===== src/rtl/hazard_stall_controller.sv =====
// Stall/flush sequencer for the 5-stage pipeline: load-use bubbles, ID-resolved branch flushes, DMEM freeze with watchdog.
// Controls are combinational (same-edge effect); state, watchdog and perf counters are registered. No backpressure of its own.
module hazard_stall_controller #(
    parameter int MAX_MEM_WAIT = 15,
    parameter int CNT_W        = 16
) (
    input  logic             CLOCK,
    input  logic             RESET,
    input  logic [4:0]       ID_Rs,
    input  logic [4:0]       ID_Rt,
    input  logic             ID_UsesRt,
    input  logic             EX_MemRead,
    input  logic [4:0]       EX_Rt,
    input  logic             BranchTaken,
    input  logic             Jump,
    input  logic             DMEM_Busy,
    output logic             STALL_PC,
    output logic             STALL_IFID,
    output logic             FLUSH_IFID,
    output logic             FLUSH_IDEX,
    output logic             STALL_IDEX,
    output logic             STALL_EXMEM,
    output logic             MemTimeout,
    output logic [1:0]       State,
    output logic [CNT_W-1:0] StallCount,
    output logic [CNT_W-1:0] FlushCount
);

    typedef enum logic [1:0] {
        RUN     = 2'd0,
        MEMWAIT = 2'd1,
        ERROR   = 2'd2
    } state_t;

    localparam logic [7:0] MAX_WAIT = 8'(MAX_MEM_WAIT);

    state_t           state_q, state_d;
    logic [7:0]       wait_cnt_q, wait_cnt_d;
    logic             mem_timeout_q, mem_timeout_d;
    logic [CNT_W-1:0] stall_cnt_q, stall_cnt_d;
    logic [CNT_W-1:0] flush_cnt_q, flush_cnt_d;

    logic load_use;
    logic hold_all;

    assign load_use = EX_MemRead && (EX_Rt != 5'd0) &&
                      ((EX_Rt == ID_Rs) || (ID_UsesRt && (EX_Rt == ID_Rt)));

    // Any state other than RUN/MEMWAIT (ERROR or the unused encoding) freezes unconditionally.
    assign hold_all = ((state_q != RUN) && (state_q != MEMWAIT)) || DMEM_Busy;

    always_ff @(posedge CLOCK or negedge RESET) begin
        if (!RESET) begin
            state_q       <= RUN;
            wait_cnt_q    <= 8'd0;
            mem_timeout_q <= 1'b0;
            stall_cnt_q   <= '0;
            flush_cnt_q   <= '0;
        end else begin
            state_q       <= state_d;
            wait_cnt_q    <= wait_cnt_d;
            mem_timeout_q <= mem_timeout_d;
            stall_cnt_q   <= stall_cnt_d;
            flush_cnt_q   <= flush_cnt_d;
        end
    end

    always_comb begin
        state_d       = state_q;
        wait_cnt_d    = wait_cnt_q;
        mem_timeout_d = mem_timeout_q;
        case (state_q)
            RUN: begin
                if (DMEM_Busy) begin
                    state_d    = MEMWAIT;
                    wait_cnt_d = 8'd1;
                end
            end
            MEMWAIT: begin
                if (!DMEM_Busy) begin
                    state_d    = RUN;
                    wait_cnt_d = 8'd0;
                end else if (wait_cnt_q < MAX_WAIT) begin
                    wait_cnt_d = wait_cnt_q + 8'd1;
                end else begin
                    state_d       = ERROR;
                    mem_timeout_d = 1'b1;
                end
            end
            default: begin
                state_d       = ERROR;
                mem_timeout_d = 1'b1;
            end
        endcase
    end

    always_comb begin
        STALL_PC    = 1'b0;
        STALL_IFID  = 1'b0;
        FLUSH_IFID  = 1'b0;
        FLUSH_IDEX  = 1'b0;
        STALL_IDEX  = 1'b0;
        STALL_EXMEM = 1'b0;
        if (hold_all) begin
            STALL_PC    = 1'b1;
            STALL_IFID  = 1'b1;
            STALL_IDEX  = 1'b1;
            STALL_EXMEM = 1'b1;
        end else if (load_use) begin
            // Branch/jump is deliberately dropped here; it re-resolves next cycle with forwarded operands.
            STALL_PC   = 1'b1;
            STALL_IFID = 1'b1;
            FLUSH_IDEX = 1'b1;
        end else if (BranchTaken || Jump) begin
            FLUSH_IFID = 1'b1;
        end
    end

    always_comb begin
        stall_cnt_d = stall_cnt_q;
        flush_cnt_d = flush_cnt_q;
        if (STALL_PC && (stall_cnt_q != {CNT_W{1'b1}}))
            stall_cnt_d = stall_cnt_q + CNT_W'(1);
        if (FLUSH_IFID && (flush_cnt_q != {CNT_W{1'b1}}))
            flush_cnt_d = flush_cnt_q + CNT_W'(1);
    end

    assign MemTimeout = mem_timeout_q;
    assign State      = state_q;
    assign StallCount = stall_cnt_q;
    assign FlushCount = flush_cnt_q;

endmodule


===== config.mk =====
export PLATFORM = sky130hd
export DESIGN_NAME = hazard_stall_controller
export DESIGN_NICKNAME = d
export VERILOG_FILES = /design/src/rtl/hazard_stall_controller.sv
export SDC_FILE = /design/constraint.sdc
export NUM_CORES = 1
export LEC_CHECK = 0
export ABC_AREA = 1
export ABC_CLOCK_PERIOD_IN_PS = 2600
export CAP_MARGIN = 20
export CELL_PAD_IN_SITES_DETAIL_PLACEMENT = 0
export CELL_PAD_IN_SITES_GLOBAL_PLACEMENT = 1
export CORE_MARGIN = 2
export CORE_UTILIZATION = 36
export CTS_CLUSTER_DIAMETER = 60
export DETAILED_ROUTE_END_ITERATION = 16
export HOLD_SLACK_MARGIN = 0.08
export PLACE_DENSITY = 0.87
export SYNTH_ARGS = -nofsm -noshare
export SYNTH_HDL_FRONTEND = slang
export SYNTH_SLANG_ARGS = --single-unit

===== constraint.sdc =====
create_clock -name CLOCK -period 2.6 [get_ports CLOCK]
set_input_delay 0.78 -clock CLOCK [delete_from_list [all_inputs] [get_ports CLOCK]]
set_output_delay 0.78 -clock CLOCK [all_outputs]
set_load 0.01 [all_outputs]

Yosys cells after proc, flatten, opt, wreduce, memory -nomap -nowiden
Index checks and enable logic that the tools add are counted.

Flip-flop bits (word level): 43. Input port bits: 22. Output and inout port bits: 41. Logic and storage cells: 55.

$add $sub $neg: 3. Magnitude comparators: 1. Eq/ne operators: 11. Multiplexer cells: 18. Bitwise logic cells: 1. Reduce and logical (&&, ||, !) cells: 16.

Operator list (count): 16-bit by 1-bit adder with 16-bit output, second input constant (2); 16-bit != test, second input constant (2); 8-bit two-way mux (3); 8-bit one-hot mux with 2 select lines (1); 5-bit equality test (2); 1-bit two-way mux (9); 8-bit by 1-bit adder with 8-bit output, second input constant (1); 8-bit by 4-bit less-than comparator with 1-bit output, second input constant (1); 1-bit logical AND (6); 2-bit two-way mux (3); 2-bit != test, second input constant (3); 3-bit != test, second input constant (2); 3-bit AND reduction (2); 5-bit nonzero test (1); 2-bit one-hot mux with 2 select lines (1); 2-bit nonzero test (2); 1-bit logical OR (3); 2-bit by 1-bit equality test with 1-bit output, second input constant (1); 2-bit logical NOT (1); 2-bit by 1-bit != test with 1-bit output, second input constant (1); 1-bit one-hot mux with 2 select lines (1); 2-bit AND reduction (1); 1-bit inverter (1).

Logic depth before layout (Yosys ltp)
Gate-level depths: netlist (run 1).

Word-level depth: 7. Mapped depth: 12. Gate-level depth less buffers: 11.

Worst setup path before layout (run 1)
Ideal clock, no wire load.

Path type: input to output. Start point: input EX_Rt[2]. End point: output FLUSH_IFID. Arrival time: 1794 ps. Required time: 1820 ps. Slack: 26 ps. Stages: 8. Buffers on the path: 1. Cells stage by stage: inv_1 -> nand4_1 -> o21ai_0 -> inv_1 -> nand2_2 -> nand2_2 -> buf_4 -> a21oi_1.

Longest elaborated chain between the ends: 6. Elaborated cells on any way between the ends: 9. Those cells by class: eq/ne (2); mux (2); reduce/logical (5).

Ends and longest elaborated chain: start, declared (line 13) `input logic [4:0] EX_Rt,`; 5-bit equality test (line 47) `((EX_Rt == ID_Rs) || (ID_UsesRt && (EX_Rt == ID_Rt)));`; 1-bit logical AND (line 47); 1-bit logical OR (line 47); 1-bit logical AND (*) (line 46) `assign load_use = EX_MemRead && (EX_Rt != 5'd0) &&`; 1-bit two-way mux (*) (line 109) `end else if (load_use) begin`; 1-bit two-way mux (*) (line 104) `if (hold_all) begin`; end, declared (line 19) `output logic FLUSH_IFID,`.

Every way passes the cells marked *; elsewhere a longest branch is shown, timed or not.

Worst setup path in the final report (run 1)
Start point: input DMEM_Busy. End point: output STALL_IDEX.

Longest elaborated chain between the ends: 2.

Ends and longest elaborated chain: start, declared (line 16) `input logic DMEM_Busy,`; 1-bit logical OR (line 50) `assign hold_all = ((state_q != RUN) && (state_q != MEMWAIT)) || DMEM_Busy;`; 1-bit two-way mux (line 104); end, declared (line 21) `output logic STALL_IDEX,`.

Every way passes these cells.

==> results of run 1 <==
-- per-layer routing --
layer	wire [um]	share of wire	track usage	up-vias
li1	-	-	-	1374
met1	3160	0.47	0.228	1226
met2	3180	0.47	0.276	74
met3	378	0.056	0.0451	2
met4	10	0.0015	0.0215	0
met5	0	0	0	-
-- path summary, 6_finish.rpt --
kind	startpoint	end	slack, ns	depth (start not counted)
worst min-delay path	MemTimeout	MemTimeout	0.48	1
worst min register to register	MemTimeout	MemTimeout	0.48	1
max in group asynchronous	RESET	FlushCount[14]	1.66	2
worst max-delay path	DMEM_Busy	STALL_IDEX	0.07	5
worst max register to register	StallCount[0]	StallCount[2]	0.55	9
min in group asynchronous	RESET	FlushCount[6]	0.55	2
-- critical path, delay by kind of cell --
family	cells	cell delay, ns
and+or+nand+nor	1	0.17
buffers and inverters	4	0.79
-- stage by stage --
step,TNS [ns],cells,worst slack (ns)
finish,0,560,0.0686
global route,0,560,0.000402
CTS,0,559,0.00141
detailed placement,-3.60,551,-0.703
global placement,-3.45,551,-0.711
floorplan,0,385,0.0261
-- cell families (layout without fill, tap and decap cells) --
logic type / count (synthesis) / count (layout) / share of synthesized area
simple gates: 237 / 237 / 0.390
buf+inv: 62 / 138 / 0.0939
flops: 43 / 43 / 0.396
xor+xnor: 23 / 23 / 0.0741
compound gates: 17 / 17 / 0.0327
fa+ha+maj: 3 / 3 / 0.0138
-- sequential cells by signal (all words and copies together) (netlist names) --
name / flops
FlushCount: 16
StallCount: 16
wait_cnt_q: 8
State: 2
MemTimeout: 1
-- power groups by stage --
stage / clock (W) / sequential (W) / combinational (W)
2_1_floorplan: 0 / 0.000882 / 0.000228
3_5_place_dp: 0 / 0.000868 / 0.000524
5_1_grt: 0.000476 / 0.000876 / 0.000567
4_1_cts: 0.000446 / 0.000855 / 0.000517
6_report: 0.000438 / 0.000853 / 0.000510
3_3_place_gp: 0 / 0.000868 / 0.000512
-- layout make-up --
type                            instances  area, sq um  area share
Clock inverter                          2         12.5     0.00349
Sequential cell                        43         1080       0.300
Clock buffer                            6         72.6      0.0203
Tap cell                               99          124      0.0346
Multi-Input combinational cell        280         1410       0.394
Timing Repair Buffer                   78          691       0.193
Inverter                               52          195      0.0545
-- what timing repair did --
action	in CTS	in global routing
hold buffers	0	0
resized for setup	48	23
endpoints found under the setup margin	6	4
pin swaps	10	17
setup buffers	0	1
-- synth_stat cells (all sizes together) (6+ instances only) --
cell type / count / area share
nand2: 123 / 0.17
inv: 52 / 0.072
nor2: 47 / 0.069
dfrtp: 43 / 0.40
nand3: 29 / 0.057
nand4: 27 / 0.062
xnor2: 12 / 0.039
o21ai: 11 / 0.020
xor2: 11 / 0.035
nor3: 8 / 0.018
buf: 7 / 0.018
a21oi: 6 / 0.012
==> run metrics, run 1 <==
CTS tree done; Max Freq 395 MHz; num rows 31; actual slew at the worst max-slew pin 0.559 ns; HP Class flip-flop to flip-flop; PD cells 503 mW/mm^2; Max Slew Vio Count 0; CP most frequent cell dlygate4sd2_1; Clk pwr share 0.243; Final ANT Viol Nets 0; DRT Pass-1 Iters 4; # diodes 0; IO buf count 62; first-pass GRT wire length 11.5 mm; placed cell area 0.00352 sq mm; final worst path period need 2.53 ns; FFs w/ async S/R, synth 1.00; Overall Power 0.00180 W; Pint 0.00120 W; Num Clock Sinks 43; Nets 485; DIE WIDTH 90.9 um; Fin. Hold Viols 0; Vias/cell 4.78; core area 0.00729 sq mm; Avg WL per Cell 12.0 um; initial drt markers 76; outcome finished clean; Post-synth EDFFs 0; pin count of the biggest net entering global routing 44; Critical Path RT 1.82 ns; Setup crit start kind input pin; commonest non-fill, non-tap cell in the layout nand2_1; clock slew at reported path FFs 0.08 ns; area grow syn2layout 31.8%; worst skew pair latency 0.30 ns; Mapped Area 0.00272 sq mm; Final Setup Violations 0; YS warnings 0; Design Area, Final 0.00358 sq mm; Die Y 90.9 um; clock root buffer clkbuf_8; routability cong. 0.823; cells along the critical path dlygate4sd2_1, nor2_4, inv_1, buf_4, dlygate4sd2_1; worst-path fanout max 4; Slowest Stage Delay on Critical Path 0.29 ns; Syn Nets 410; sw frac 0.333; dominant synthesized flop cell dfrtp_1; Num CTS Buffers 5; DR DRC count 0; Die Area 0.00826 sq mm; normalized max-slew margin 0.628; total track usage 0.168; number of synthesized register bits 43; RSZ-0062 raised after global routing no; Reg power frac 0.474; final core occ 0.491; Synth Instances 385; initial core utilization 0.373; hpwl dp 4.99 mm; clock buffer depth 2; unique cell type count in the Yosys netlist 27; Worst Setup End Kind output pin; GRT overflow 0; worst clock skew 0.0121 ns; Psw 0.000599 W; Peak supply drop 0.000364 V; htree depth 2; vias in the first global route 2,424; Max Cap Viol 0; sequential cell area fraction in the yosys report 0.396; layout cells sized above 1 0.121; WHS 0.485 ns; crit path DAT 1.75 ns; final worst path period share 0.974; leakage power figure 1.73 nW; Comb power frac 0.283; initial antenna violation count 0; DRT Wirelength 6.73 mm; Setup CP Type input pin to output pin; # IOs 63; DR vias 2,676; commonest non-fill, non-tap cells in the layout nand2_1 (119), inv_1 (47), nor2_1 (44), dfrtp_1 (43), clkdlybuf4s50_1 (37); syn_area_per_cell 7.06 sq um; Fillers 773; highest-delay cell along the critical path dlygate4sd2_1
Note: power is estimated with default switching activity, not from simulation.
==> run 2: changes to the inputs <==
PLACE_DENSITY = not set   (was 0.87)
PLACE_DENSITY_LB_ADDON = 0.1   (was not set)
==> run metrics, run 2 (synthesis gave the netlist of run 1 again) <==
vias in the first global route 2,514; PD cells 513 mW/mm^2; Overall Power 0.00187 W; initial drt markers 76; layout cells sized above 1 0.135; Vias/cell 4.62; outcome finished clean; normalized max-slew margin 0.733; num rows 31; Final Non-Filler Cells 564; cells along the critical path clkdlybuf4s50_1, o21ai_1, inv_1, nand2_2, buf_6, nor2_4, buf_6; crit-path leading delay family buffers and inverters; Pint 0.00130 W; Num Clock Sinks 43; commonest non-fill, non-tap cell in the layout nand2_1; final worst path period need 2.56 ns; Die Y 90.9 um; Reg power frac 0.457; worst skew pair latency 0.29 ns; CTS tree done; Die Area 0.00826 sq mm; Max Cap Viol 0; Comb power frac 0.275; DR DRC count 0; Max Freq 391 MHz; crit path DAT 1.78 ns; htree depth 2; GRT overflow 0; Fin. Hold Viols 0; DIE WIDTH 90.9 um; clock buffer depth 2; worst-path fanout max 2; Setup CP Type input pin to output pin; Register Area 0.00108 sq mm; IO buf count 62; Final Setup Violations 0; highest-delay cell along the critical path clkdlybuf4s50_1; Fillers 749; # diodes 0; Avg WL per Cell 11.5 um; Nets 490; initial antenna violation count 0; worst clock skew 0.00892 ns; Final ANT Viol Nets 0; area grow syn2layout 34.1%; Psw 0.000566 W; DRT Wirelength 6.50 mm; DRT Pass-1 Iters 4; clock slew at reported path FFs 0.08 ns; total track usage 0.165; leakage power figure 1.76 nW; clock root buffer clkbuf_8; final worst path period share 0.984; Critical Path RT 1.82 ns; routability cong. 0.807; critical path buffer and inverter count 4; hold buffer count at CTS 0; CP most frequent cell buf_6; sw frac 0.303; HP Class input pin to asynchronous set/reset pin; Max Slew Vio Count 0; Num CTS Buffers 5; first-pass GRT wire length 11.4 mm; core area 0.00729 sq mm; WHS 0.372 ns; Peak supply drop 0.000321 V; DR vias 2,603; actual slew at the worst max-slew pin 0.400 ns; Clk pwr share 0.268; RSZ-0062 raised after global routing yes; pin count of the biggest net entering global routing 20; commonest non-fill, non-tap cells in the layout nand2_1 (120), inv_1 (48), nor2_1 (44), dfrtp_1 (43), clkdlybuf4s50_1 (38); hpwl dp 4.98 mm; Worst Setup End Kind output pin; # IOs 63; Cells after DPL 550; Multi-input gate area 0.00141 sq mm; initial core utilization 0.373; Setup crit start kind input pin; Slowest Stage Delay on Critical Path 0.46 ns
## run 2: layer usage
layer	share of wire	wire (um)	vias to the layer above	GRT usage
met3	0.039	253	4	0.0326
li1	-	-	1380	-
met5	0	0	-	0
met2	0.47	3090	53	0.282
met1	0.48	3110	1166	0.212
met4	0.0078	51	0	0.0455
## run 2: power groups by stage
stage | combinational, W | sequential, W | clock [W]
finish | 0.000514 | 0.000854 | 0.000502
global placement | 0.000512 | 0.000868 | 0
global route | 0.000574 | 0.000874 | 0.000550
detailed placement | 0.000521 | 0.000868 | 0
floorplan | 0.000228 | 0.000882 | 0
CTS | 0.000514 | 0.000856 | 0.000525
## run 2: final cells by class
| class | count | area share |
|---|---|---|
| clock buffer | 6 | 0.0199 |
| clock inverter | 1 | 0.00824 |
| inverter | 52 | 0.0536 |
| multi-input combinational | 280 | 0.387 |
| sequential | 43 | 0.295 |
| tap | 99 | 0.0340 |
| timing repair buffer | 83 | 0.203 |
## run 2: worst paths after layout
path                          startpoint       endpoint  slack, ns  cells past startpoint
setup reg to reg           StallCount[0]  StallCount[5]       0.57                      8
min in group CLOCK            MemTimeout     MemTimeout       0.48                      1
setup / recovery              EX_MemRead     FLUSH_IDEX       0.04                      7
hold / removal                     RESET  StallCount[2]       0.37                      1
hold reg to reg               MemTimeout     MemTimeout       0.48                      1
max in group asynchronous          RESET  wait_cnt_q[0]       1.69                      2
## run 2: repair_timing
item | in CTS | in global routing
buffers inserted | 2 | 5
setup endpoints to repair | 6 | 6
pin swaps | 19 | 11
gates resized for setup | 78 | 12
endpoints found under the hold margin | 0 | 0
## run 2: worst reg2reg max path, cell delays in order (launching register included)
cell,delay [ns]
dfrtp_1,0.42
ha_1,0.26
nand3_2,0.14
nor2_4,0.16
nand3_2,0.10
nor3_2,0.15
nand3b_2,0.29
nand2_4,0.29
o21ai_0,0.12
## run 2: stage by stage
stage	TNS, ns	worst slack [ns]	instance area [sq um]	util
2_1_floorplan	0	0.0261	2720	-
3_3_place_gp	-3.98	-0.801	3530	0.484
3_5_place_dp	-4.03	-0.823	3530	0.484
4_1_cts	0	0.00404	3600	0.493
5_1_grt	-0.0889	-0.0554	3640	0.500
6_report	0	0.0415	3640	0.500
==> run 3: changes to the inputs <==
CORE_ASPECT_RATIO = 0.6   (was not set)
==> run metrics, run 3 (synthesis gave the netlist of run 1 again) <==
num rows 24; Setup crit start kind input pin; Reg-to-Reg Start StallCount[0]; IO buf count 62; DIE WIDTH 116 um; DRT Wirelength 7.16 mm; Die Area 0.00829 sq mm; Setup CP Type input pin to output pin; commonest non-fill, non-tap cell in the layout nand2_1; Final Setup Violations 0; Max Slew Vio Count 0; # diodes 0; layout cells sized above 1 0.142; worst skew pair latency 0.29 ns; first-pass GRT wire length 12.0 mm; DR DRC count 0; # IOs 63; CTS tree done; Fillers 737; worst reg2reg setup slack 0.52 ns; HP Class input pin to asynchronous set/reset pin; Die Y 71.3 um; RSZ-0062 raised after global routing no; actual slew at the worst max-slew pin 0.460 ns; worst-path fanout max 3; Fin. Hold Viols 0; Avg WL per Cell 12.6 um; WHS 0.362 ns; htree depth 2; final worst path period need 2.52 ns; total track usage 0.186; Critical Path RT 1.82 ns; worst clock skew 0.00588 ns; area grow syn2layout 37.3%; Num Clock Sinks 43; commonest non-fill, non-tap cells in the layout nand2_1 (119), inv_1 (48), dfrtp_1 (43), nor2_1 (43), clkdlybuf4s50_1 (37); PD cells 588 mW/mm^2; routability cong. 0.866; leakage power figure 1.81 nW; Worst Setup End Kind output pin; Final ANT Viol Nets 0; hpwl dp 5.47 mm; reg-to-reg critical path endpoint StallCount[5]; Setup WS post-layout 0.0768 ns; crit path DAT 1.74 ns; pin count of the biggest net entering global routing 22; Peak supply drop 0.000314 V; clock slew at reported path FFs 0.06 ns; vias in the first global route 2,430; clock buffer depth 2; Max Freq 396 MHz; initial core utilization 0.373; clock root buffer clkbuf_16; initial drt markers 165; core area 0.00730 sq mm; R2R depth 8; initial antenna violation count 0; final worst path period share 0.970; DR vias 2,659; Max Cap Viol 0; DRT Pass-1 Iters 6; Nets 489; Vias/cell 4.67; GRT overflow 0; Num CTS Buffers 5; normalized max-slew margin 0.692; outcome finished clean; Setup WS pre-CTS -0.818 ns
## run 3: changes by cell type in the layout (fill, tap and decap cells not counted)
cell	before	now
buf_2	12	5
clkbuf_2	2	9
clkbuf_16	0	5
clkbuf_8	5	0
clkdlybuf4s15_1	3	0
dlygate4sd2_1	3	5
nor2_2	0	2
bufinv_16	1	2
clkdlybuf4s50_1	38	37
dlymetal6s2s_1	0	1
nand2_1	120	119
nand2_4	2	3
nor2_1	44	43
nor2_4	3	2
## run 3: layer usage
layer	vias up	GRT usage	share of wire
met5	-	0	0
met2	63	0.238	0.38
met1	1211	0.296	0.54
met4	0	0.0516	0.010
li1	1377	-	-
met3	8	0.0533	0.066
## run 3: layout make-up
type                       count  area [sq um]  share of cell area
inverter                      52           195              0.0523
sequential                    43          1080               0.288
multi-input combinational    280          1410               0.379
timing repair buffer          82           728               0.195
clock buffer                   6           129              0.0345
tap                          104           130              0.0349
clock inverter                 2          60.1              0.0161
## run 3: worst max-delay path, cell delays in order
cell	delay [ns]
dlygate4sd2_1	0.27
nor2_4	0.11
buf_6	0.11
inv_1	0.07
buf_4	0.14
dlygate4sd2_1	0.27
## run 3: stage by stage
step	util	cells	area [sq um]	total power, W	setup TNS [ns]
2_1_floorplan	-	385	2720	0.00111	0
3_3_place_gp	0.487	558	3560	0.00140	-3.75
3_5_place_dp	0.487	558	3560	0.00140	-4.07
4_1_cts	0.512	568	3730	0.00222	-0.0399
5_1_grt	0.511	569	3730	0.00233	0
6_report	0.511	569	3730	0.00219	0
## run 3: worst max path at each step
stage          slack, ns         end  cells after the start       from
2_1_floorplan       0.03  FLUSH_IFID                      8   EX_Rt[2]
3_3_place_gp       -0.79  FLUSH_IDEX                     11   EX_Rt[3]
3_5_place_dp       -0.82  FLUSH_IDEX                     11   EX_Rt[0]
4_1_cts            -0.04  FLUSH_IDEX                     11   ID_Rt[0]
5_1_grt             0.01  FLUSH_IDEX                     11   EX_Rt[2]
6_report            0.08  STALL_IDEX                      6  DMEM_Busy
## run 3: power breakdown
part / internal [W] / switching [W] / total (W)
Clock: 0.000551 / 0.000265 / 0.000817
Sequential: 0.000745 / 0.000115 / 0.000861
Combinational: 0.000277 / 0.000241 / 0.000517
Total: 0.00157 / 0.000621 / 0.00219
## run 3: timing repair
| item | CTS | global route |
|---|---|---|
| endpoints found under the setup margin | 6 | 6 |
| hold buffers | 0 | 0 |
| resized for setup | 63 | 25 |
| pin swaps | 17 | 14 |
| buffers inserted | 2 | 1 |
